==> src/rtl/mul_share_pkg.sv <==
// -----------------------------------------------------------------------------
// mul_share_pkg
// Shared definitions for the shared-multiplier controller:
//   - state_e    : controller FSM states (IDLE, CALC, RESP)
//   - OPW/PRODW  : operand and product widths of the signed multiplier
//   - NREQ_DEF / IDW_DEF : default requester count and index width
//   - mul_s()    : full-precision signed OPW x OPW -> PRODW product
// Optional feature macro used by the users of this package: MUL_SHARE_RR_EN.
// -----------------------------------------------------------------------------
package mul_share_pkg;

    localparam int OPW      = 8;
    localparam int PRODW    = 16;
    localparam int NREQ_DEF = 4;
    localparam int IDW_DEF  = 2;

    typedef enum logic [1:0] {
        IDLE = 2'd0,
        CALC = 2'd1,
        RESP = 2'd2
    } state_e;

    // Operands are sign-extended to the product width first, so the
    // multiply is exact (-128 * -128 = 0x4000 fits without wrap).
    function automatic logic signed [PRODW-1:0] mul_s(
        input logic signed [OPW-1:0] a,
        input logic signed [OPW-1:0] b
    );
        logic signed [PRODW-1:0] ax;
        logic signed [PRODW-1:0] bx;
        ax = a;
        bx = b;
        return ax * bx;
    endfunction

endpackage

==> src/rtl/mul_share_if.sv <==
// -----------------------------------------------------------------------------
// mul_share_if
// Request/response bundle between the ALU issue logic (master) and the
// shared-multiplier controller (slave).
//   req_valid/req_ready : per-requester valid/ready handshake (NREQ bits)
//   req_a/req_b         : signed operands, requester i at [OPW*i +: OPW]
//   rsp_valid/rsp_ready : single response handshake
//   rsp_id              : index of the requester owning rsp_product
//   rsp_product         : signed PRODW-bit product
// -----------------------------------------------------------------------------
interface mul_share_if
    import mul_share_pkg::*;
#(
    parameter int NREQ = NREQ_DEF,
    parameter int IDW  = IDW_DEF
);

    logic [NREQ-1:0]     req_valid;
    logic [NREQ-1:0]     req_ready;
    logic [OPW*NREQ-1:0] req_a;
    logic [OPW*NREQ-1:0] req_b;
    logic                rsp_valid;
    logic                rsp_ready;
    logic [IDW-1:0]      rsp_id;
    logic [PRODW-1:0]    rsp_product;

    modport master (
        output req_valid, req_a, req_b, rsp_ready,
        input  req_ready, rsp_valid, rsp_id, rsp_product
    );

    modport slave (
        input  req_valid, req_a, req_b, rsp_ready,
        output req_ready, rsp_valid, rsp_id, rsp_product
    );

endinterface

==> src/rtl/mul_share_arb.sv <==
// -----------------------------------------------------------------------------
// mul_share_arb
// Combinational winner select among NREQ requesters.
//   req_valid_i : per-requester valid
//   ptr_i       : round-robin start index (only with MUL_SHARE_RR_EN)
//   grant_o     : one-hot grant (zero when nothing is valid)
//   idx_o       : encoded winner index
//   any_o       : at least one requester is valid
// Macro MUL_SHARE_RR_EN: defined -> search starts at ptr_i and wraps modulo
// NREQ; undefined -> fixed priority, lowest index wins.
// -----------------------------------------------------------------------------
module mul_share_arb #(
    parameter int NREQ = 4,
    parameter int IDW  = 2
) (
    input  logic [NREQ-1:0] req_valid_i,
`ifdef MUL_SHARE_RR_EN
    input  logic [IDW-1:0]  ptr_i,
`endif
    output logic [NREQ-1:0] grant_o,
    output logic [IDW-1:0]  idx_o,
    output logic            any_o
);

    int j;

    always_comb begin
        grant_o = '0;
        idx_o   = '0;
        any_o   = 1'b0;
        j       = 0;
        for (int k = 0; k < NREQ; k++) begin
`ifdef MUL_SHARE_RR_EN
            j = (int'(ptr_i) + k) % NREQ;
`else
            j = k;
`endif
            // First valid requester in search order wins.
            if (!any_o && req_valid_i[j]) begin
                grant_o[j] = 1'b1;
                idx_o      = IDW'(j);
                any_o      = 1'b1;
            end
        end
    end

endmodule

==> src/rtl/mul_share_ctrl.sv <==
// -----------------------------------------------------------------------------
// mul_share_ctrl
// Shares one combinational signed 8x8 multiplier among NREQ requesters.
// A request is granted in IDLE, its operands are registered, the multiplier
// settles for one CALC cycle on those registers, and the product is then
// registered and held on the response port (RESP) until consumed.
// Ports:
//   clk   : clock, rising edge
//   rst_n : asynchronous active-low reset
//   bus   : mul_share_if.slave (request and response handshakes)
//   busy  : high while in CALC or RESP
// Macro MUL_SHARE_RR_EN: defined -> round-robin arbitration with a pointer
// register; undefined -> fixed priority, no pointer register.
// -----------------------------------------------------------------------------
module mul_share_ctrl
    import mul_share_pkg::*;
#(
    parameter int NREQ = NREQ_DEF,
    parameter int IDW  = IDW_DEF
) (
    input  logic       clk,
    input  logic       rst_n,
    mul_share_if.slave bus,
    output logic       busy
);

    state_e                  state_q;
    logic signed [OPW-1:0]   op_a_q;
    logic signed [OPW-1:0]   op_b_q;
    logic [IDW-1:0]          id_q;
    logic [IDW-1:0]          rsp_id_q;
    logic signed [PRODW-1:0] rsp_product_q;
    logic                    rsp_valid_q;
    logic                    busy_q;

    logic [NREQ-1:0]         grant;
    logic [IDW-1:0]          win_idx;
    logic                    win_any;
    logic                    grant_en;
    logic signed [OPW-1:0]   win_a;
    logic signed [OPW-1:0]   win_b;
    logic signed [PRODW-1:0] prod;

`ifdef MUL_SHARE_RR_EN
    logic [IDW-1:0]          ptr_q;
    logic [IDW-1:0]          ptr_d;
`endif

    mul_share_arb #(
        .NREQ (NREQ),
        .IDW  (IDW)
    ) u_arb (
        .req_valid_i (bus.req_valid),
`ifdef MUL_SHARE_RR_EN
        .ptr_i       (ptr_q),
`endif
        .grant_o     (grant),
        .idx_o       (win_idx),
        .any_o       (win_any)
    );

    // Grants are only visible in IDLE; CALC and RESP never accept.
    assign grant_en      = (state_q == IDLE) && win_any;
    assign bus.req_ready = grant_en ? grant : '0;

    assign win_a = bus.req_a[int'(win_idx)*OPW +: OPW];
    assign win_b = bus.req_b[int'(win_idx)*OPW +: OPW];

    // The single multiplier instance: driven only from the operand registers.
    assign prod = mul_s(op_a_q, op_b_q);

`ifdef MUL_SHARE_RR_EN
    assign ptr_d = (win_idx == IDW'(NREQ - 1)) ? '0 : win_idx + 1'b1;
`endif

    always_ff @(posedge clk or negedge rst_n) begin
        if (!rst_n) begin
            state_q       <= IDLE;
            op_a_q        <= '0;
            op_b_q        <= '0;
            id_q          <= '0;
            rsp_id_q      <= '0;
            rsp_product_q <= '0;
            rsp_valid_q   <= 1'b0;
            busy_q        <= 1'b0;
`ifdef MUL_SHARE_RR_EN
            ptr_q         <= '0;
`endif
        end else begin
            case (state_q)
                IDLE: begin
                    if (grant_en) begin
                        op_a_q  <= win_a;
                        op_b_q  <= win_b;
                        id_q    <= win_idx;
                        busy_q  <= 1'b1;
                        state_q <= CALC;
`ifdef MUL_SHARE_RR_EN
                        ptr_q   <= ptr_d;
`endif
                    end
                end
                CALC: begin
                    rsp_product_q <= prod;
                    rsp_id_q      <= id_q;
                    rsp_valid_q   <= 1'b1;
                    state_q       <= RESP;
                end
                RESP: begin
                    if (bus.rsp_ready) begin
                        rsp_valid_q <= 1'b0;
                        busy_q      <= 1'b0;
                        state_q     <= IDLE;
                    end
                end
                default: begin
                    rsp_valid_q <= 1'b0;
                    busy_q      <= 1'b0;
                    state_q     <= IDLE;
                end
            endcase
        end
    end

    assign bus.rsp_valid   = rsp_valid_q;
    assign bus.rsp_id      = rsp_id_q;
    assign bus.rsp_product = rsp_product_q;
    assign busy            = busy_q;

endmodule

==> src/flat_wrapper.sv <==
// flat-port wrapper written by rule: the top's interface ports become plain ports
module mul_share_ctrl_flat import mul_share_pkg::*;
#(
    parameter int NREQ = NREQ_DEF,
    parameter int IDW  = IDW_DEF
)
  (clk, rst_n, busy, bus_req_valid, bus_req_a, bus_req_b, bus_rsp_ready, bus_req_ready, bus_rsp_valid, bus_rsp_id, bus_rsp_product);
  mul_share_if #(.NREQ(NREQ), .IDW(IDW)) bus_i ();
  input  logic clk;
  input  logic rst_n;
  output logic busy;
  input wire logic [$bits(bus_i.req_valid)-1:0] bus_req_valid;
  input wire logic [$bits(bus_i.req_a)-1:0] bus_req_a;
  input wire logic [$bits(bus_i.req_b)-1:0] bus_req_b;
  input wire logic [$bits(bus_i.rsp_ready)-1:0] bus_rsp_ready;
  output wire logic [$bits(bus_i.req_ready)-1:0] bus_req_ready;
  output wire logic [$bits(bus_i.rsp_valid)-1:0] bus_rsp_valid;
  output wire logic [$bits(bus_i.rsp_id)-1:0] bus_rsp_id;
  output wire logic [$bits(bus_i.rsp_product)-1:0] bus_rsp_product;
  assign bus_i.req_valid = bus_req_valid;
  assign bus_i.req_a = bus_req_a;
  assign bus_i.req_b = bus_req_b;
  assign bus_i.rsp_ready = bus_rsp_ready;
  assign bus_req_ready = bus_i.req_ready;
  assign bus_rsp_valid = bus_i.rsp_valid;
  assign bus_rsp_id = bus_i.rsp_id;
  assign bus_rsp_product = bus_i.rsp_product;
  mul_share_ctrl #(.NREQ(NREQ), .IDW(IDW)) u_core (.clk(clk), .rst_n(rst_n), .bus(bus_i), .busy(busy));
endmodule
==> config.mk <==
export PLATFORM = sky130hd
export DESIGN_NAME = mul_share_ctrl_flat
export DESIGN_NICKNAME = d
export VERILOG_FILES = /design/src/rtl/mul_share_pkg.sv /design/src/rtl/mul_share_if.sv /design/src/rtl/mul_share_arb.sv /design/src/rtl/mul_share_ctrl.sv /design/src/flat_wrapper.sv
export SDC_FILE = /design/constraint.sdc
export NUM_CORES = 1
export LEC_CHECK = 0
export CELL_PAD_IN_SITES_DETAIL_PLACEMENT = 0
export CELL_PAD_IN_SITES_GLOBAL_PLACEMENT = 2
export CORE_ASPECT_RATIO = 1.4
export CORE_MARGIN = 2
export CORE_UTILIZATION = 35
export CTS_BUF_LIST = sky130_fd_sc_hd__clkbuf_4 sky130_fd_sc_hd__clkbuf_8
export CTS_CLUSTER_DIAMETER = 80
export DETAILED_ROUTE_END_ITERATION = 6
export GPL_TIMING_DRIVEN = 0
export PLACE_DENSITY = 0.95
export SLEW_MARGIN = 20
export SYNTH_ARGS = -nofsm -noshare
export SYNTH_HDL_FRONTEND = slang
export SYNTH_HIERARCHICAL = 1
export SYNTH_SLANG_ARGS = --single-unit
==> constraint.sdc <==
create_clock -name clk -period 8.5 [get_ports clk]
set_input_delay 1.275 -clock clk [delete_from_list [all_inputs] [get_ports clk]]
set_output_delay 1.275 -clock clk [all_outputs]
set_load 0.02 [all_outputs]
# After elaboration in Yosys (flattened, before gate mapping)
# Cells that the tools add are included.
# word_totals
latch_bits,0
word_cells,47
mem_bits_ro,0
ramBits,0
memories,0
regBits,40
# classes
shift,2
n_mul,1
bitwise_logic,2
n_eq_ne,4
add_sub_neg,0
reduce_logical,12
mux,18
div_mod_pow,0
magnitude_cmp,0
# ops
operator,n
$shiftx A32 B6 Y8,2
$mul A8 B8 Y16,1
$mux W1,10
$mux W2,4
$pmux W1 S3,2
$pmux W2 S3,1
$reduce_and A2 Y1,3
$logic_and A1 B1 Y1,4
$mux W4,1
$logic_not A1 Y1,3
$reduce_and A3 Y1,1
$eq A2 B1 Y1 const B,1
$eq A2 B2 Y1 const B,1
$logic_not A2 Y1,1
$ne A2 B1 Y1 const B,1
$ne A2 B2 Y1 const B,1
$not A1 Y1,2

# Logic depth before layout (Yosys ltp)
# Gate-level depths: netlist of the first run.
# depth
word_depth,13
depth_mapped,18
mapped_depth_nobuf,18

# Modules after synthesis
# The synthesis of the first run kept the hierarchy.
# modules_own_cells
mod,instances,seq_area_each_um2,cells_each,area_each_um2
mul_share_ctrl,1,1001.0,414,4425.5
mul_share_arb,1,0.0,11,61.3

# Least setup slack after synthesis of the first run
# Ideal clock, no wire load.
# synth_timing
path_kind,reg2reg
startpoint,reg u_core.op_b_q[2]
endpoint,"reg u_core.rsp_product_q[14], in the netlist u_core/bus.rsp_product[14]"
t_arrival_ps,4069
synth_period_minus_slack_ps,4195
slack_ps,4305
stages_incl_launch_ff,15
required_ps,8374
setup_ps,126
path_buffers,0
cell_sequence,dfrtp_1 -> nand2_1 -> inv_1 -> fa_1 -> inv_1 -> fa_1 -> fa_1 -> fa_1 -> inv_1 -> ha_1 -> a21oi_2 -> or3b_1 -> o221ai_2 -> and3_1 -> o31ai_2
# synth_via
elab_chain_len,1
# synth_lines
item,line_no,source
"start, declared",mul_share_ctrl.sv:29,logic signed [OPW-1:0] op_b_q;
"start signal, assigned",mul_share_ctrl.sv:94,op_b_q <= win_b;
$mul A8 B8 Y16,mul_share_pkg.sv:33,return ax * bx;
"end signal, assigned",mul_share_ctrl.sv:104,rsp_product_q <= prod;
"end, declared",mul_share_ctrl.sv:32,logic signed [PRODW-1:0] rsp_product_q;
# Every way passes these cells.
# A chain may end at the register's enable or synchronous reset.

# Worst setup path in the final report of the first run
# layout_timing
startpoint,in bus_req_valid[0]
endpoint,out bus_req_ready[0]
# layout_via
elab_chain_len,12
# layout_lines
item,line_no,source
"start, declared",flat_wrapper.sv:12,input wire logic [$bits(bus_i.req_valid)-1:0] bus_req_valid;
$mux W1 (*),mul_share_arb.sv:39,if (!any_o && req_valid_i[j]) begin
$logic_not A1 Y1,mul_share_arb.sv:39,
$logic_and A1 B1 Y1,mul_share_arb.sv:39,
$mux W1 (*),mul_share_arb.sv:39,
$logic_not A1 Y1,mul_share_arb.sv:39,
$logic_and A1 B1 Y1,mul_share_arb.sv:39,
$mux W1 (*),mul_share_arb.sv:39,
$logic_not A1 Y1,mul_share_arb.sv:39,
$logic_and A1 B1 Y1,mul_share_arb.sv:39,
$mux W1 (*),mul_share_arb.sv:39,
named net u_core.win_any,mul_share_ctrl.sv:38,logic win_any;
$logic_and A1 B1 Y1 (*),mul_share_ctrl.sv:63,assign grant_en = (state_q == IDLE) && win_any;
$mux W4 (*),mul_share_ctrl.sv:64,assign bus.req_ready = grant_en ? grant : '0;
"end, declared",flat_wrapper.sv:16,output wire logic [$bits(bus_i.req_ready)-1:0] bus_req_ready;
# The timed path passes the listed nets; every way through them passes the cells marked *.

==> metrics.txt, run 1 <==
count of final hold-check violations 0; Initial Util 0.3609; Synth top area share 0.2454; crit path max fanout 10; setup TNS 0 ns; worst skew pair latency roughly 0.30 ns; MaxCap Viol Count 0; CTS root buf clkbuf_8; number of setup buffers added after CTS 0; antenna-violating nets left 0; RePlAce Congestion 0.8282; worst clock skew about 0.013 ns; Fmax 210.5 MHz; top cell type by total area after synthesis fa_1; clk buf depth 2; Routed WL approximately 9900 um; fin worst setup slack 3.750 ns; Post-synth ARST share 1.000; Die H 138.0 um; clock-pin slew on the worst setup and hold paths 0.09 ns; crit path DAT 3.47 ns; Area contributors post-synth fa_1 (25%), dfrtp_1 (22%), ha_1 (8.1%), mux4_2 (8.0%), inv_1 (7.1%); Finish-stage setup viols 0; post-synthesis sequential area ratio 0.2231; headroom to the max-slew limit 0.5736; global-route wire length before repair 16,990 um; synth-to-layout area growth 28.08%; routed vias 3,296; drt pass-1 iters 4; Top FF cell, synth dfrtp_1; Worst-Margin Slew 0.6396 ns; period utilisation layout 0.5588; Post-Place Worst Slack 3.735 ns; post-CTS sizing 0; H-Tree Depth 2; vias in the first global route 3,642; outcome finished, final reports clean; I/O Buffers 94; Post-Layout Cell Count about 680; Post-synth EDFFs 0; largest net degree at the start of global routing 27; Post-CTS Hold Fix Bufs 0; share of layout cells above drive strength 1 0.1288; Die Area approximately 14,000 sq um; TritonCTS Sinks 40; initial antenna violation count 0; Crit Path Category in -> out; Cells after Synth 425; fillers 1,170; syn avg cell area 10.56 sq um; # diodes 0; CP Launch Type primary input; row count 48; Num CTS Buffers 5; RSZ-0062 raised after global routing no; CP required 7.22 ns; DR iter-0 viols 103; detailed placement HPWL 8459 um; Yosys warning total 6; #FFs+latches synth 40; max-slew violation count 0; all-layer global routing usage 0.1567; nets@finish 682; Tmin final 4.750 ns; CTS tree yes; Hold Path Class reg -> reg; Synth Net Count 580; drt wl/cell between 10 and 15 um; core area 12,430 sq um; I/O pin cnt 95; Yosys cell types 42; r2r setup slk 3.97 ns; GRT Residual Overflow 0; CP endpoint kind output port; Avg Vias per Cell a little under 5; DRC Markers 0; Placed Cells 670; mapped cell area 4487 sq um; Die Width 99.69 um
-- per-stage QoR --
step	utilization	hold WS (ns)	instance area, sq um
floorplan	-	0.4766	4487
global placement	0.4517	0.4632	5615
detailed placement	0.4529	0.4669	5630
CTS	0.4623	0.4872	5747
global route	0.4623	0.5197	5747
finish	0.4623	0.4807	5747
-- placed cells by master (no fill, tap or decap), drive strengths merged, types with 2 or more instances in the layout --
cell           instances
nor2                  10
a21oi                  9
nor2b                  6
o21a                   3
dfrtp                 40
nor3                   2
inv                   85
and2                  45
clkdlybuf4s50         93
xnor2                  9
clkbuf                 8
nand2b                 4
o31ai                  3
a211oi                 2
xor2                   5
clkinv                 2
o21ai                 17
mux4                  16
ha                    29
fa                    55
nand3b                 2
o221ai                 2
buf                   10
nand2                 34
mux2                  25
a21o                   2
-- Yosys cell counts (2+ instances only) --
cell type and n:
xor2_1 5, nand3b_1 2, dfrtp_1 40, mux2_2 25, o21ai_1 5, a211oi_1 2, nor3_1 2, ha_1 29
fa_1 55, a21oi_2 2, o31ai_1 2, o21a_1 2, nor2_1 10, nand2b_1 3, xnor2_1 9, buf_6 2
clkbuf_1 3, inv_1 85, nand2_1 34, buf_2 5, a21oi_1 7, nor2b_1 6, and2_1 45, o21ai_0 12
mux4_2 16
-- final timing paths --
| kind | from | endpoint | cells after the start |
|---|---|---|---|
| worst max-delay path | bus_req_valid[0] | bus_req_ready[0] | 7 |
| worst min-delay path | u_core/bus.rsp_valid | u_core/bus.rsp_valid | 1 |
| worst max register to register | u_core/op_b_q[2] | u_core/bus.rsp_product[14] | 14 |
| worst min register to register | u_core/bus.rsp_valid | u_core/bus.rsp_valid | 1 |
| max in group asynchronous | rst_n | u_core/op_a_q[7] | 2 |
| min in group asynchronous | rst_n | u_core/bus.rsp_product[2] | 1 |
-- state kept, by name (all words and copies together) (netlist names) --
name	count
u_core/bus.rsp_product	16
u_core/op_a_q	8
u_core/op_b_q	8
u_core/bus.rsp_id	2
u_core/id_q	2
u_core/state_q	2
u_core/bus.rsp_valid	1
u_core/busy	1
-- per-layer routing --
metal  routed length, um  vias to the layer above  track usage
met4                 121                        0      0.04186
li1                    -                     1564            -
met2                5615                       81       0.3134
met1                3780                     1644       0.1732
met5                   0                        -            0
met3                 355                        7      0.01714
-- cell type report --
cell class | count | area [sq um] | area share
timing repair buffer | 95 | 955.9 | 0.1663
clock inverter | 3 | 47.55 | 0.008273
multi-input combinational | 289 | 3100 | 0.5395
tap | 150 | 187.7 | 0.03266
clock buffer | 5 | 68.82 | 0.01197
inverter | 85 | 319.1 | 0.05552
sequential | 40 | 1001 | 0.1742
buffer | 11 | 66.31 | 0.01154
-- logic make-up (layout without fill, tap and decap cells) --
family / count (synthesis) / in the layout / synth area share
AND/OR/NAND/NOR: 107 / 107 / 0.1294
buffers and inverters: 96 / 199 / 0.08589
adder cells (fa/ha/maj): 84 / 84 / 0.3263
AO/OA/AOI/OAI: 43 / 43 / 0.06497
multiplexers: 41 / 41 / 0.1431
flip-flops: 40 / 40 / 0.2231
XOR/XNOR: 14 / 14 / 0.02733
-- critical path: stages --
cell	delay, ns
clkdlybuf4s50_1	0.57
nor2_1	0.08
nand2_1	0.08
nor3b_2	0.39
buf_2	0.31
and2_1	0.15
clkdlybuf4s50_1	0.60
Power of run 1 is not shown: default switching activity piles up to over one toggle a cycle in this logic, so the estimate is an artifact.
==> inputs of run 2 (changes only) <==
--- a/config.mk
+++ b/config.mk
@@ -9,7 +9,7 @@
 export CELL_PAD_IN_SITES_GLOBAL_PLACEMENT = 2
 export CORE_ASPECT_RATIO = 1.4
 export CORE_MARGIN = 2
-export CORE_UTILIZATION = 35
+export CORE_UTILIZATION = 34
 export CTS_BUF_LIST = sky130_fd_sc_hd__clkbuf_4 sky130_fd_sc_hd__clkbuf_8
 export CTS_CLUSTER_DIAMETER = 80
 export DETAILED_ROUTE_END_ITERATION = 6
==> constraint.sdc (replaced) <==
create_clock -name clk -period 4.8 [get_ports clk]
set_input_delay 0.72 -clock clk [delete_from_list [all_inputs] [get_ports clk]]
set_output_delay 0.72 -clock clk [all_outputs]
set_load 0.02 [all_outputs]
==> metrics.txt, run 2 (synthesis results as in run 1) <==
outcome finished, final reports clean; period utilisation layout 0.9463; vias in the first global route 3,754 (+3.1%); I/O Buffers 94 (unchanged); RSZ-0062 raised after global routing no; drt wl/cell 14.26 um (-2.1%); fillers 1,272 (+8.7%); Post-CTS Hold Fix Bufs 0 (unchanged); global-route wire length before repair 17,080 um (+0.53%); CP endpoint kind flop; # diodes 0 (unchanged); Hold Path Class in -> async; met2 routed WL 5240 um (-6.7%); commonest non-fill, non-tap cell in the layout clkdlybuf4s50_1; met3 routed WL 370 um (+4.2%); crit path max fanout 9 (-1); I/O pin cnt 95 (unchanged); routed vias 3,306 (+0.30%); drt pass-1 iters 4 (unchanged); core area 12,870 sq um (+3.6%); CTS root buf clkbuf_8; Post-Layout Cell Count 681 (+0.44%); worst clock skew 0.008117 ns (-0.004739 ns); clk buf depth 2 (unchanged); number of setup buffers added after CTS 0 (unchanged); Num CTS Buffers 5 (unchanged); Post-Place Worst Slack 0.2464 ns (-3.489 ns); Avg Vias per Cell 4.855 (-0.14%); CP Launch Type flop; post-CTS sizing 0 (unchanged); detailed placement HPWL 8310 um (-1.8%); CP required 4.99 ns (-2.23 ns); Tmin final ~4.5 ns; commonest non-fill, non-tap cells in the layout clkdlybuf4s50_1 (93), inv_1 (85), fa_1 (55); TritonCTS Sinks 40 (unchanged); Fmax 220.2 MHz; clock-pin slew on the worst setup and hold paths 0.09 ns (about the same); share of layout cells above drive strength 1 0.1288 (unchanged); max layer used met4; all-layer global routing usage 0.1509 (-0.005812); initial antenna violation count 0 (unchanged); H-Tree Depth 2 (unchanged); wire length on met1 3806 um (+0.69%); antenna-violating nets left 0 (unchanged); synth-to-layout area growth 28.17% (about the same); RePlAce Congestion 0.8228 (-0.65%); count of final hold-check violations 0 (unchanged); Placed Cells 673 (+0.45%); Finish-stage setup viols 0 (unchanged); MaxCap Viol Count 0 (unchanged); DRC Markers 0 (unchanged); Die H 139.9 um (+1.4%); GRT Residual Overflow 0 (unchanged); fin worst setup slack 0.2579 ns (-3.492 ns); DR iter-0 viols 76 (-26%); worst skew pair latency 0.31 ns (about the same); Crit Path Category reg -> reg; Initial Util 0.3485 (-0.01242); Die Area 14,140 sq um (+2.8%); setup TNS 0 ns (unchanged); Hold WS 0.3283 ns (-0.1524 ns); Routed WL 9710 um (-1.7%); CTS tree yes; Largest register FFs 16 (unchanged); Worst-Margin Slew 0.6601 ns (+0.02048 ns); headroom to the max-slew limit 0.5599 (-0.01365); max-slew violation count 0 (unchanged); nets@finish 682 (unchanged); Die Width 101.1 um (+1.4%); crit path DAT 4.73 ns (+1.26 ns); row count 49 (+2.1%); largest net degree at the start of global routing 27 (unchanged)
## run 2: layout make-up
type                            count  area [sq um]  area share
Timing Repair Buffer               95         955.9      0.1662
Clock buffer                        5         68.82     0.01197
Clock inverter                      3         47.55    0.008268
Tap cell                          153         191.4     0.03329
Sequential cell                    40          1001      0.1741
Inverter                           85         319.1     0.05548
Multi-Input combinational cell    289          3100      0.5392
Buffer                             11         66.31     0.01153
## run 2: worst paths after layout
path	startpoint	to	slack [ns]	cells past startpoint
max	u_core/op_b_q[2]	u_core/bus.rsp_product[14]	0.26	14
min	rst_n	u_core/bus.rsp_product[3]	0.33	1
max reg2reg	u_core/op_b_q[2]	u_core/bus.rsp_product[14]	0.26	14
min reg2reg	u_core/bus.rsp_product[7]	u_core/bus.rsp_product[7]	0.48	2
max in group asynchronous	rst_n	u_core/op_a_q[7]	4.00	2
min in group clk	u_core/bus.rsp_product[7]	u_core/bus.rsp_product[7]	0.48	2
## run 2: stage by stage
stage               utilization  area (sq um)
finish                   0.4466          5751
global route             0.4466          5751
CTS                      0.4466          5751
detailed placement       0.4376          5634
global placement         0.4364          5619
floorplan                     -          4487
## run 2: worst max-delay path: stages, from the launching register on
cell and delay [ns]:
dfrtp_1 0.49, nand2_1 0.21, inv_1 0.08, fa_1 0.64, inv_1 0.13, fa_1 0.57, fa_1 0.43, fa_1 0.49
inv_1 0.04, ha_1 0.34, a21oi_2 0.19, or3b_1 0.38, o221ai_2 0.18, and3_1 0.20, o31ai_2 0.06
## run 2: metal layers
layer,vias up,GRT usage
met5,-,0
met4,0,0.05974
met3,20,0.01946
met2,85,0.2774
met1,1644,0.1734
li1,1557,-
Power of run 2 is left out for the same reason.
==> inputs of run 3 (changes only) <==
--- a/config.mk
+++ b/config.mk
@@ -5,16 +5,14 @@
 export SDC_FILE = /design/constraint.sdc
 export NUM_CORES = 1
 export LEC_CHECK = 0
-export CELL_PAD_IN_SITES_DETAIL_PLACEMENT = 0
-export CELL_PAD_IN_SITES_GLOBAL_PLACEMENT = 2
 export CORE_ASPECT_RATIO = 1.4
 export CORE_MARGIN = 2
-export CORE_UTILIZATION = 34
+export CORE_UTILIZATION = 35
 export CTS_BUF_LIST = sky130_fd_sc_hd__clkbuf_4 sky130_fd_sc_hd__clkbuf_8
 export CTS_CLUSTER_DIAMETER = 80
 export DETAILED_ROUTE_END_ITERATION = 6
 export GPL_TIMING_DRIVEN = 0
-export PLACE_DENSITY = 0.95
+export PLACE_DENSITY = 0.7
 export SLEW_MARGIN = 20
 export SYNTH_ARGS = -nofsm -noshare
 export SYNTH_HDL_FRONTEND = slang
==> metrics.txt, run 3 (synthesis results as in run 1) <==
drt pass-1 iters 4 (unchanged); Num CTS Buffers 5 (unchanged); worst reg2reg startpoint u_core/op_b_q[2]; Hold WS 0.3372 ns (+0.008817 ns); Post-CTS Hold Fix Bufs 0 (unchanged); I/O Buffers 94 (unchanged); row count 48 (-2.0%); crit path max fanout 9 (unchanged); Finish-stage setup viols 0 (unchanged); RSZ-0062 raised after global routing no; Fmax 220.1 MHz (about the same); Initial Util 0.3609 (+0.01242); outcome finished, final reports clean; detailed placement HPWL 8231 um (-0.95%); CP Launch Point u_core/op_b_q[2]; Crit Path Category reg -> reg; # diodes 0 (unchanged); CTS tree yes; Routed WL 9508 um (-2.1%); share of layout cells above drive strength 1 0.1288 (unchanged); crit path DAT 4.73 ns (about the same); H-Tree Depth 2 (unchanged); design area 5753 sq um (about the same); all-layer global routing usage 0.1508 (about the same); drt wl/cell 14.02 um (-1.6%); clk buf depth 2 (unchanged); period utilisation layout 0.9467 (about the same); number of setup buffers added after CTS 0 (unchanged); DR iter-0 viols 108 (+42%); vias in the first global route 3,673 (-2.2%); CP Launch Type flop; RePlAce Congestion 0.8170 (-0.70%); commonest non-fill, non-tap cells in the layout clkdlybuf4s50_1 (93), inv_1 (85), fa_1 (55); largest net degree at the start of global routing 26 (-3.7%); clock-pin slew on the worst setup and hold paths 0.09 ns (about the same); Largest register FFs 16 (unchanged); DRC Markers 0 (unchanged); headroom to the max-slew limit 0.6328 (+0.07286); MaxCap Viol Count 0 (unchanged); global-route wire length before repair 16,500 um (-3.4%); commonest non-fill, non-tap cell in the layout clkdlybuf4s50_1; Avg Vias per Cell 4.891 (+0.75%); CP required 4.99 ns (about the same); Core Util, Final 0.4628 (+0.01611); routed vias 3,316 (+0.30%); Die Width 99.69 um (-1.4%); Hold Path Class in -> async; core area 12,430 sq um (-3.4%); synth-to-layout area growth 28.22% (about the same); CP endpoint kind flop; Tmin final 4.544 ns (+0.002038 ns); setup TNS 0 ns (unchanged); max-slew violation count 0 (unchanged); post-CTS sizing 0 (unchanged); worst clock skew 0.01274 ns (+0.004623 ns); initial antenna violation count 0 (unchanged); TritonCTS Sinks 40 (unchanged); count of final hold-check violations 0 (unchanged); GRT Residual Overflow 0 (unchanged); antenna-violating nets left 0 (unchanged); I/O pin cnt 95 (unchanged); nets@finish 682 (unchanged); placed cell area 5638 sq um (about the same); worst skew pair latency 0.31 ns (about the same); Worst-Margin Slew 0.5508 ns (-0.1093 ns); Die Area 13,750 sq um (-2.8%); CTS root buf clkbuf_8; Die H 138.0 um (-1.4%)
==> run 3: area by class of cell <==
class | instances | area, sq um
buffer | 11 | 66.31
inverter | 85 | 319.1
tap | 150 | 187.7
sequential | 40 | 1001
fill | 1164 | 6679
multi-input combinational | 289 | 3100
clock inverter | 3 | 46.29
clock buffer | 5 | 68.82
timing repair buffer | 95 | 963.4
==> run 3: stage by stage <==
step           worst slack [ns]  std cells
5_1_grt                 0.02243        678
3_5_place_dp             0.2720        670
4_1_cts                  0.2605        678
6_report                 0.2559        678
3_3_place_gp             0.3142        669
2_1_floorplan            0.6052        425
==> run 3: worst paths after layout <==
kind / endpoint / slack [ns] / cells after the start
max: u_core/bus.rsp_product[14] / 0.26 / 14
min: u_core/bus.rsp_product[0] / 0.34 / 1
max reg2reg: u_core/bus.rsp_product[14] / 0.26 / 14
min reg2reg: u_core/bus.rsp_product[9] / 0.48 / 2
max in group asynchronous: u_core/op_a_q[6] / 3.99 / 2
min in group clk: u_core/bus.rsp_product[9] / 0.48 / 2
==> run 3: worst max-delay path, cell delays in order (launching register included) <==
cell and delay [ns]:
dfrtp_1 0.51, nand2_1 0.21, inv_1 0.08, fa_1 0.62, inv_1 0.13, fa_1 0.56, fa_1 0.43, fa_1 0.49
inv_1 0.04, ha_1 0.34, a21oi_2 0.21, or3b_1 0.38, o221ai_2 0.19, and3_1 0.20, o31ai_2 0.06
==> run 3: per-layer routing <==
layer  vias up  GRT usage  part of all wire
li1       1562          -                 -
met1      1650     0.1626              0.38
met2        83     0.2917              0.55
met3        21    0.02319             0.037
met4         0    0.06012             0.030
met5         -          0                 0
Power of run 3 is left out for the same reason.
